## src/rtl/protocol_pkg.sv

```systemverilog
// Shared MCU-link protocol definitions: status frame layout, constants and
// the optional CRC-8 helper. STATUS_CRC8_EN builds the CRC function.
package protocol_pkg;

  localparam int         STATUS_FRAME_BITS = 64;
  localparam logic [7:0] STATUS_MAGIC      = 8'hA5;

  // Packed MSB-first, so magic lands in bits [7:0] and is shifted out first.
  typedef struct packed {
    logic [7:0]  crc;
    logic [7:0]  flags;
    logic [31:0] status;
    logic [7:0]  seq;
    logic [7:0]  magic;
  } status_frame_t;

  typedef enum logic [1:0] {
    ST_IDLE  = 2'd0,
    ST_LOAD  = 2'd1,
    ST_SHIFT = 2'd2
  } tx_state_e;

`ifdef STATUS_CRC8_EN
  // CRC-8, poly 0x07, init 0, no reflection; byte 0 first, each byte MSB-first.
  function automatic logic [7:0] crc8_07(input logic [55:0] data);
    logic [7:0] crc;
    crc = 8'h00;
    for (int b = 0; b < 7; b++) begin
      crc = crc ^ data[8*b +: 8];
      for (int i = 0; i < 8; i++) begin
        crc = crc[7] ? ({crc[6:0], 1'b0} ^ 8'h07) : {crc[6:0], 1'b0};
      end
    end
    return crc;
  endfunction
`endif

endpackage

```

## src/rtl/spi_pin_sync.sv

```systemverilog
// Oversampling synchroniser and edge detector for the raw SPI pins.
// Edge pulses are registered, giving SYNC_STAGES+1 cycles pin-to-event.
module spi_pin_sync #(
  parameter int SYNC_STAGES = 2
) (
  input  logic clk,
  input  logic rstn,
  input  logic spi_clk,
  input  logic spi_csn,
  output logic csn_fall,
  output logic csn_rise,
  output logic sclk_fall
);

  logic [SYNC_STAGES-1:0] sclk_sync_q, sclk_sync_d;
  logic [SYNC_STAGES-1:0] csn_sync_q, csn_sync_d;
  logic                   sclk_hist_q, sclk_hist_d;
  logic                   csn_hist_q, csn_hist_d;
  logic                   csn_fall_q, csn_fall_d;
  logic                   csn_rise_q, csn_rise_d;
  logic                   sclk_fall_q, sclk_fall_d;

  // Shift chains, history taps and edge compares.
  always_comb begin
    sclk_sync_d = {sclk_sync_q[SYNC_STAGES-2:0], spi_clk};
    csn_sync_d  = {csn_sync_q[SYNC_STAGES-2:0], spi_csn};
    sclk_hist_d = sclk_sync_q[SYNC_STAGES-1];
    csn_hist_d  = csn_sync_q[SYNC_STAGES-1];
    sclk_fall_d = sclk_hist_q & ~sclk_sync_q[SYNC_STAGES-1];
    csn_fall_d  = csn_hist_q & ~csn_sync_q[SYNC_STAGES-1];
    csn_rise_d  = ~csn_hist_q & csn_sync_q[SYNC_STAGES-1];
  end

  // csn chain resets high (deselected) so reset release never fakes a fall.
  always_ff @(posedge clk or negedge rstn) begin
    if (!rstn) begin
      sclk_sync_q <= '0;
      csn_sync_q  <= '1;
      sclk_hist_q <= 1'b0;
      csn_hist_q  <= 1'b1;
      sclk_fall_q <= 1'b0;
      csn_fall_q  <= 1'b0;
      csn_rise_q  <= 1'b0;
    end else begin
      sclk_sync_q <= sclk_sync_d;
      csn_sync_q  <= csn_sync_d;
      sclk_hist_q <= sclk_hist_d;
      csn_hist_q  <= csn_hist_d;
      sclk_fall_q <= sclk_fall_d;
      csn_fall_q  <= csn_fall_d;
      csn_rise_q  <= csn_rise_d;
    end
  end

  assign csn_fall  = csn_fall_q;
  assign csn_rise  = csn_rise_q;
  assign sclk_fall = sclk_fall_q;

endmodule

```

## src/rtl/spi_status_tx.sv

```systemverilog
// SPI-slave status frame transmitter, LSB-first, mode 0, clk_sys domain.
// Optional STATUS_CRC8_EN fills byte 7 with a CRC-8/0x07; otherwise 8'h00.
//
//   state    | meaning
//   ---------+-----------------------------------------------------------
//   ST_IDLE  | deselected, MISO tri-stated (oe=0), waiting for csn fall
//   ST_LOAD  | one cycle: snapshot frame, present bit 0
//   ST_SHIFT | shift on each sclk fall; csn rise ends the frame
module spi_status_tx
  import protocol_pkg::*;
#(
  parameter int         FRAME_BITS  = STATUS_FRAME_BITS,
  parameter int         SYNC_STAGES = 2,
  parameter logic [7:0] MAGIC       = STATUS_MAGIC
) (
  input  logic        clk,
  input  logic        rstn,
  input  logic        spi_clk,
  input  logic        spi_csn,
  output logic        spi_miso,
  output logic        spi_miso_oe,
  input  logic [31:0] status_word,
  input  logic [7:0]  flag_set,
  output logic [7:0]  flags,
  output logic        busy,
  output logic        frame_done,
  output logic        frame_abort
);

  localparam int CNT_W = $clog2(FRAME_BITS + 1);

  logic csn_fall, csn_rise, sclk_fall;

  tx_state_e              state_q, state_d;
  logic [FRAME_BITS-1:0]  shift_q, shift_d;
  logic [CNT_W-1:0]       cnt_q, cnt_d;
  logic [7:0]             seq_q, seq_d;
  logic [7:0]             flags_q, flags_d;
  logic [7:0]             clr_q, clr_d;
  logic                   frame_done_q, frame_done_d;
  logic                   frame_abort_q, frame_abort_d;
  status_frame_t          frame_w;

  spi_pin_sync #(.SYNC_STAGES(SYNC_STAGES)) u_pin_sync (
    .clk       (clk),
    .rstn      (rstn),
    .spi_clk   (spi_clk),
    .spi_csn   (spi_csn),
    .csn_fall  (csn_fall),
    .csn_rise  (csn_rise),
    .sclk_fall (sclk_fall)
  );

  // Frame image built from live inputs; only latched during ST_LOAD.
  always_comb begin
    frame_w        = '0;
    frame_w.magic  = MAGIC;
    frame_w.seq    = seq_q;
    frame_w.status = status_word;
    frame_w.flags  = flags_q;
`ifdef STATUS_CRC8_EN
    frame_w.crc    = crc8_07({flags_q, status_word, seq_q, MAGIC});
`else
    frame_w.crc    = 8'h00;
`endif
  end

  // State register.
  always_ff @(posedge clk or negedge rstn) begin
    if (!rstn) state_q <= ST_IDLE;
    else       state_q <= state_d;
  end

  // Next-state logic; csn rise always wins and returns to idle.
  always_comb begin
    state_d = state_q;
    unique case (state_q)
      ST_IDLE:  if (csn_fall) state_d = ST_LOAD;
      ST_LOAD:  state_d = csn_rise ? ST_IDLE : ST_SHIFT;
      ST_SHIFT: if (csn_rise) state_d = ST_IDLE;
      default:  state_d = ST_IDLE;
    endcase
  end

  // Pin outputs and end-of-frame pulse requests.
  always_comb begin
    spi_miso      = 1'b0;
    spi_miso_oe   = 1'b0;
    busy          = 1'b0;
    frame_done_d  = 1'b0;
    frame_abort_d = 1'b0;
    unique case (state_q)
      ST_LOAD: begin
        spi_miso      = frame_w[0];
        spi_miso_oe   = 1'b1;
        busy          = 1'b1;
        frame_abort_d = csn_rise;
      end
      ST_SHIFT: begin
        spi_miso    = shift_q[0];
        spi_miso_oe = ~csn_rise;
        busy        = ~csn_rise;
        if (csn_rise) begin
          // The trailing fall after bit 63 is optional, so 63 already counts.
          if (cnt_q >= CNT_W'(FRAME_BITS - 1)) frame_done_d  = 1'b1;
          else                                 frame_abort_d = 1'b1;
        end
      end
      default: ;
    endcase
  end

  // Datapath next values: shifter, bit counter, seq and sticky flags.
  always_comb begin
    shift_d = shift_q;
    cnt_d   = cnt_q;
    clr_d   = clr_q;
    seq_d   = seq_q + {7'd0, frame_done_q};
    // Set is OR'd after the clear so a same-cycle set survives.
    flags_d = (flags_q & ~(frame_done_q ? clr_q : 8'h00)) | flag_set;
    unique case (state_q)
      ST_LOAD: begin
        shift_d = frame_w;
        cnt_d   = '0;
        clr_d   = flags_q;
      end
      ST_SHIFT: begin
        if (sclk_fall && !csn_rise) begin
          // Zero fill makes MISO pad with 0 once all bits are out.
          shift_d = {1'b0, shift_q[FRAME_BITS-1:1]};
          if (cnt_q != CNT_W'(FRAME_BITS)) cnt_d = cnt_q + CNT_W'(1);
        end
      end
      default: ;
    endcase
  end

  // Datapath registers.
  always_ff @(posedge clk or negedge rstn) begin
    if (!rstn) begin
      shift_q       <= '0;
      cnt_q         <= '0;
      seq_q         <= '0;
      flags_q       <= '0;
      clr_q         <= '0;
      frame_done_q  <= 1'b0;
      frame_abort_q <= 1'b0;
    end else begin
      shift_q       <= shift_d;
      cnt_q         <= cnt_d;
      seq_q         <= seq_d;
      flags_q       <= flags_d;
      clr_q         <= clr_d;
      frame_done_q  <= frame_done_d;
      frame_abort_q <= frame_abort_d;
    end
  end

  assign flags       = flags_q;
  assign frame_done  = frame_done_q;
  assign frame_abort = frame_abort_q;

endmodule
```

## config.mk

```make
export PLATFORM = sky130hd
export DESIGN_NAME = spi_status_tx
export DESIGN_NICKNAME = d
export VERILOG_FILES = /design/src/rtl/protocol_pkg.sv /design/src/rtl/spi_pin_sync.sv /design/src/rtl/spi_status_tx.sv
export SDC_FILE = /design/constraint.sdc
export NUM_CORES = 1
export LEC_CHECK = 0
export ABC_AREA = 1
export CAP_MARGIN = 25
export CORE_ASPECT_RATIO = 1.75
export CORE_MARGIN = 2
export CORE_UTILIZATION = 55
export CTS_CLUSTER_SIZE = 28
export DETAILED_ROUTE_END_ITERATION = 16
export PLACE_DENSITY = 0.8
export REMOVE_ABC_BUFFERS = 1
export SLEW_MARGIN = 20
export SYNTH_ARGS = -nofsm -noshare
export SYNTH_HDL_FRONTEND = slang
export SYNTH_SLANG_ARGS = --single-unit
```

## constraint.sdc

```tcl
create_clock -name clk -period 1.9 [get_ports clk]
set_input_delay 0.285 -clock clk [delete_from_list [all_inputs] [get_ports clk]]
set_output_delay 0.285 -clock clk [all_outputs]
set_load 0.005 [all_outputs]
```

==> flow_summary.ini <==
[run_status]
status = finished clean

[placement]
portBuffers = 56
hpwlAfterDp_mm = 5.67
gp_congestion = 0.772
dp.cells = 610
place_area_sq_um = 4960
place_ws_ps = 69.8

[floorplan]
dieWidth_microns = 70.7
initial_core_util_pct = 56.6
io_pins = 57
die-area_sq_um = 8540
die_h_microns = 121
rows = 42
core_area_sq_um = 7570

[clocking]
clock-sinks = 100
cts_tree = done
clk_path_buf_depth = 2
cts_made_buffers = 9
clk_latency_ps = 340
htree_levels = 3
clk_pin_slew_ps = 60
root_buffer = clkbuf_16

[drt]
wirelength_mm = 8.61
wl_met3_microns = 300
wl_per_cell_microns = 13.7
via_count = 3390
ant_nets = 0
dr.first_iter.drc_count = 269
top_layer = met4
dr.pass1.iters = 4
m1WireLength_mm = 3.63
viasPerCell = 5.40
met2_length_mm = 4.52
drc = 0

[final_layout]
multiInputGateArea_sq_um = 1550
n_fill_cell = 563
num_antenna_cells = 0
final-seq-area_sq_um = 2510
fin_cells = 628
area_delta_synth_final_pct = 23.3
nNetsFinal = 586
drive_above_1_share_pct = 9.07
final_area_sq_um = 5280

[critical_path]
rr_worst_depth = 7
cp_data_required_time_ps = 1620
cp-start-kind = flip-flop
cpPeakStageDelay_ps = 390
crit_buf_inv = 3
crit_family = flip-flops
r2r_start = state_q[0]
cp_cell_sequence = inv_2 -> ha_1 -> inv_1 -> a21oi_2 -> dlygate4sd2_1
critical_path_class = flip-flop to output port
worstSetupEndpointType = output port
worst_path_max_delay_cell = dfrtp_1
path_max_fanout = 3
r2r_slack_ps = 160
timing.rr.end = shift_q[34]
critPathArrivalTime_ps = 1530

[grt]
grt_pass1_wl_mm = 15.3
grt_max_degree = 60
grt_overflow = 0
track_usage_pct = 22.5
grt_pass1_vias = 3421
antenna_found_initial = 0

[timing]
fin_crit_sh_pct = 95.6
rsz0062_at_grt = false
tns_ps = 0
min_period_ps = 1820
fin_ws_ps = 83.6
finalMaxSlewViolations = 0
max_slew_margin_pct = 68.1
setup_viol = 0
fmax_mhz = 551
fin_skew_ps = 3.89
finalHoldViolations = 0
finalHoldWorstSlack_ps = 353
worstMarginPinSlew_ps = 478

[logic_synthesis]
ys_types = 29
yosys_warnings = 0
synth_area_sq_um = 4280
synth_seq_area_share_pct = 58.5
postSynthAreaPerCell_sq_um = 8.96
ys_ff_latch = 100
synth_cells = 478

[flow_run]
drv_cap = 0

[min_path]
hold_path_depth = 1
hp-start = spi_csn
min_delay_worst_endpoint = u_pin_sync.csn_sync_q[0]
min_path_type = input port to flip-flop

[power]
cellPowerDensity_nw_per_um2 = 1370
ir_drop_v = 0.00110
p_leak_nw = 2.41
[where the power goes]
| group | switching (mW) | leakage (nW) | internal, mW |
|---|---|---|---|
| registers | 0.344 | 1.14 | 2.80 |
| clock network | 0.754 | 0.138 | 0.993 |
| logic | 1.43 | 1.13 | 0.898 |
| total | 2.53 | 2.41 | 4.69 |
[routing by layer]
metal,global-route usage [%],up-vias
met4,10.1,0
met2,37.3,60
met1,27.9,1655
met3,4.83,15
li1,-,1660
met5,0,-
[worst max-delay path by stage]
| stage | start | cells after the start | to | slack (ps) |
|---|---|---|---|---|
| final | state_q[0] | 5 | busy | 80 |
| after global routing | state_q[0] | 6 | cnt_q[5] | 3 |
| after CTS | state_q[0] | 5 | busy | 70 |
| after detailed placement | state_q[0] | 6 | cnt_q[5] | 70 |
| after global placement | state_q[0] | 5 | spi_miso_oe | 130 |
| after floorplan | state_q[0] | 7 | cnt_q[5] | -2570 |
[cells in the mapped netlist]
master      n  area share, %
or2_2       7            1.0
a22oi_1     2           0.35
nand2_1   133             12
o21ai_1     1           0.12
ha_1        7            2.0
nor2_2      1           0.15
clkbuf_1    8           0.70
xnor2_1     1           0.20
dfrtp_1    97             57
nand3_2     1           0.23
inv_2       1          0.088
nand4_1     1           0.15
inv_1      33            2.9
nor3_1      1           0.12
o31ai_1     1           0.18
xor2_1      7            1.4
dfstp_2     3            1.8
buf_1       3           0.26
o22ai_1     4           0.58
o211ai_1    1           0.18
nand3_1    14            1.6
o21ai_0    15            1.8
a21oi_1    12            1.4
nor2_1     61            5.3
buf_2      10            1.2
buf_4       4           0.70
clkinv_1    1          0.088
a31oi_1    47            6.9
a21o_1      1           0.18
[layout by cell type, fill, tap and decap left out, drive strengths merged, types with 7 or more instances in the layout]
cell / count
or2: 7
nor2: 62
xor2: 7
a21oi: 12
a31oi: 47
ha: 7
o21ai: 16
inv: 35
dfrtp: 97
nand2: 133
buf: 15
clkbuf: 13
nand3: 15
clkdlybuf4s50: 52
[sequential cells by signal, indices dropped and copies added, names as in the netlist, 2 cells and up]
name	count
shift_q	56
flags	8
seq_q	8
u_pin_sync.sclk_sync_q	2
state_q	2
u_pin_sync.csn_sync_q	2
clr_q	8
cnt_q	7
[metrics by stage]
step           total power [mW]  util [%]
3_5_place_dp               5.47      65.5
4_1_cts                    7.26      69.7
6_report                   7.22      69.8
3_3_place_gp               5.36      65.5
5_1_grt                    7.79      69.8
2_1_floorplan              4.67         -
[cell families after synthesis]
kind of cell	after synthesis	share of synthesized area, %
AO/OA/AOI/OAI	84	11.6
XOR/XNOR	8	1.64
flip-flops	100	58.5
adder cells (fa/ha/maj)	7	2.04
buffers and inverters	60	5.90
AND/OR/NAND/NOR	219	20.3
[layout make-up]
type / count / share of cell area, %
clock inverter: 3 / 0.379
inverter: 35 / 2.49
sequential: 100 / 47.5
timing repair buffer: 71 / 13.2
clock buffer: 13 / 5.12
multi-input combinational: 318 / 29.3
tap: 88 / 2.09
[worst reg2reg max path: cells and delay by family (launching register included)]
| kind | cells | cell delay, ps |
|---|---|---|
| compound gates | 1 | 200 |
| fa+ha+maj | 1 | 190 |
| buf+inv | 2 | 440 |
| flops | 1 | 410 |
| simple gates | 3 | 400 |
[what timing repair did]
action / CTS / global route
endpoints found under the setup margin: 3 / 1
gates resized for setup: 6 / 2
hold buffers: 1 / 0
endpoints found under the hold margin: 28 / 0
gates cloned: 0 / 0
pin swaps: 0 / 0
buffers inserted: 1 / 0
(Power assumes the default switching activity.)
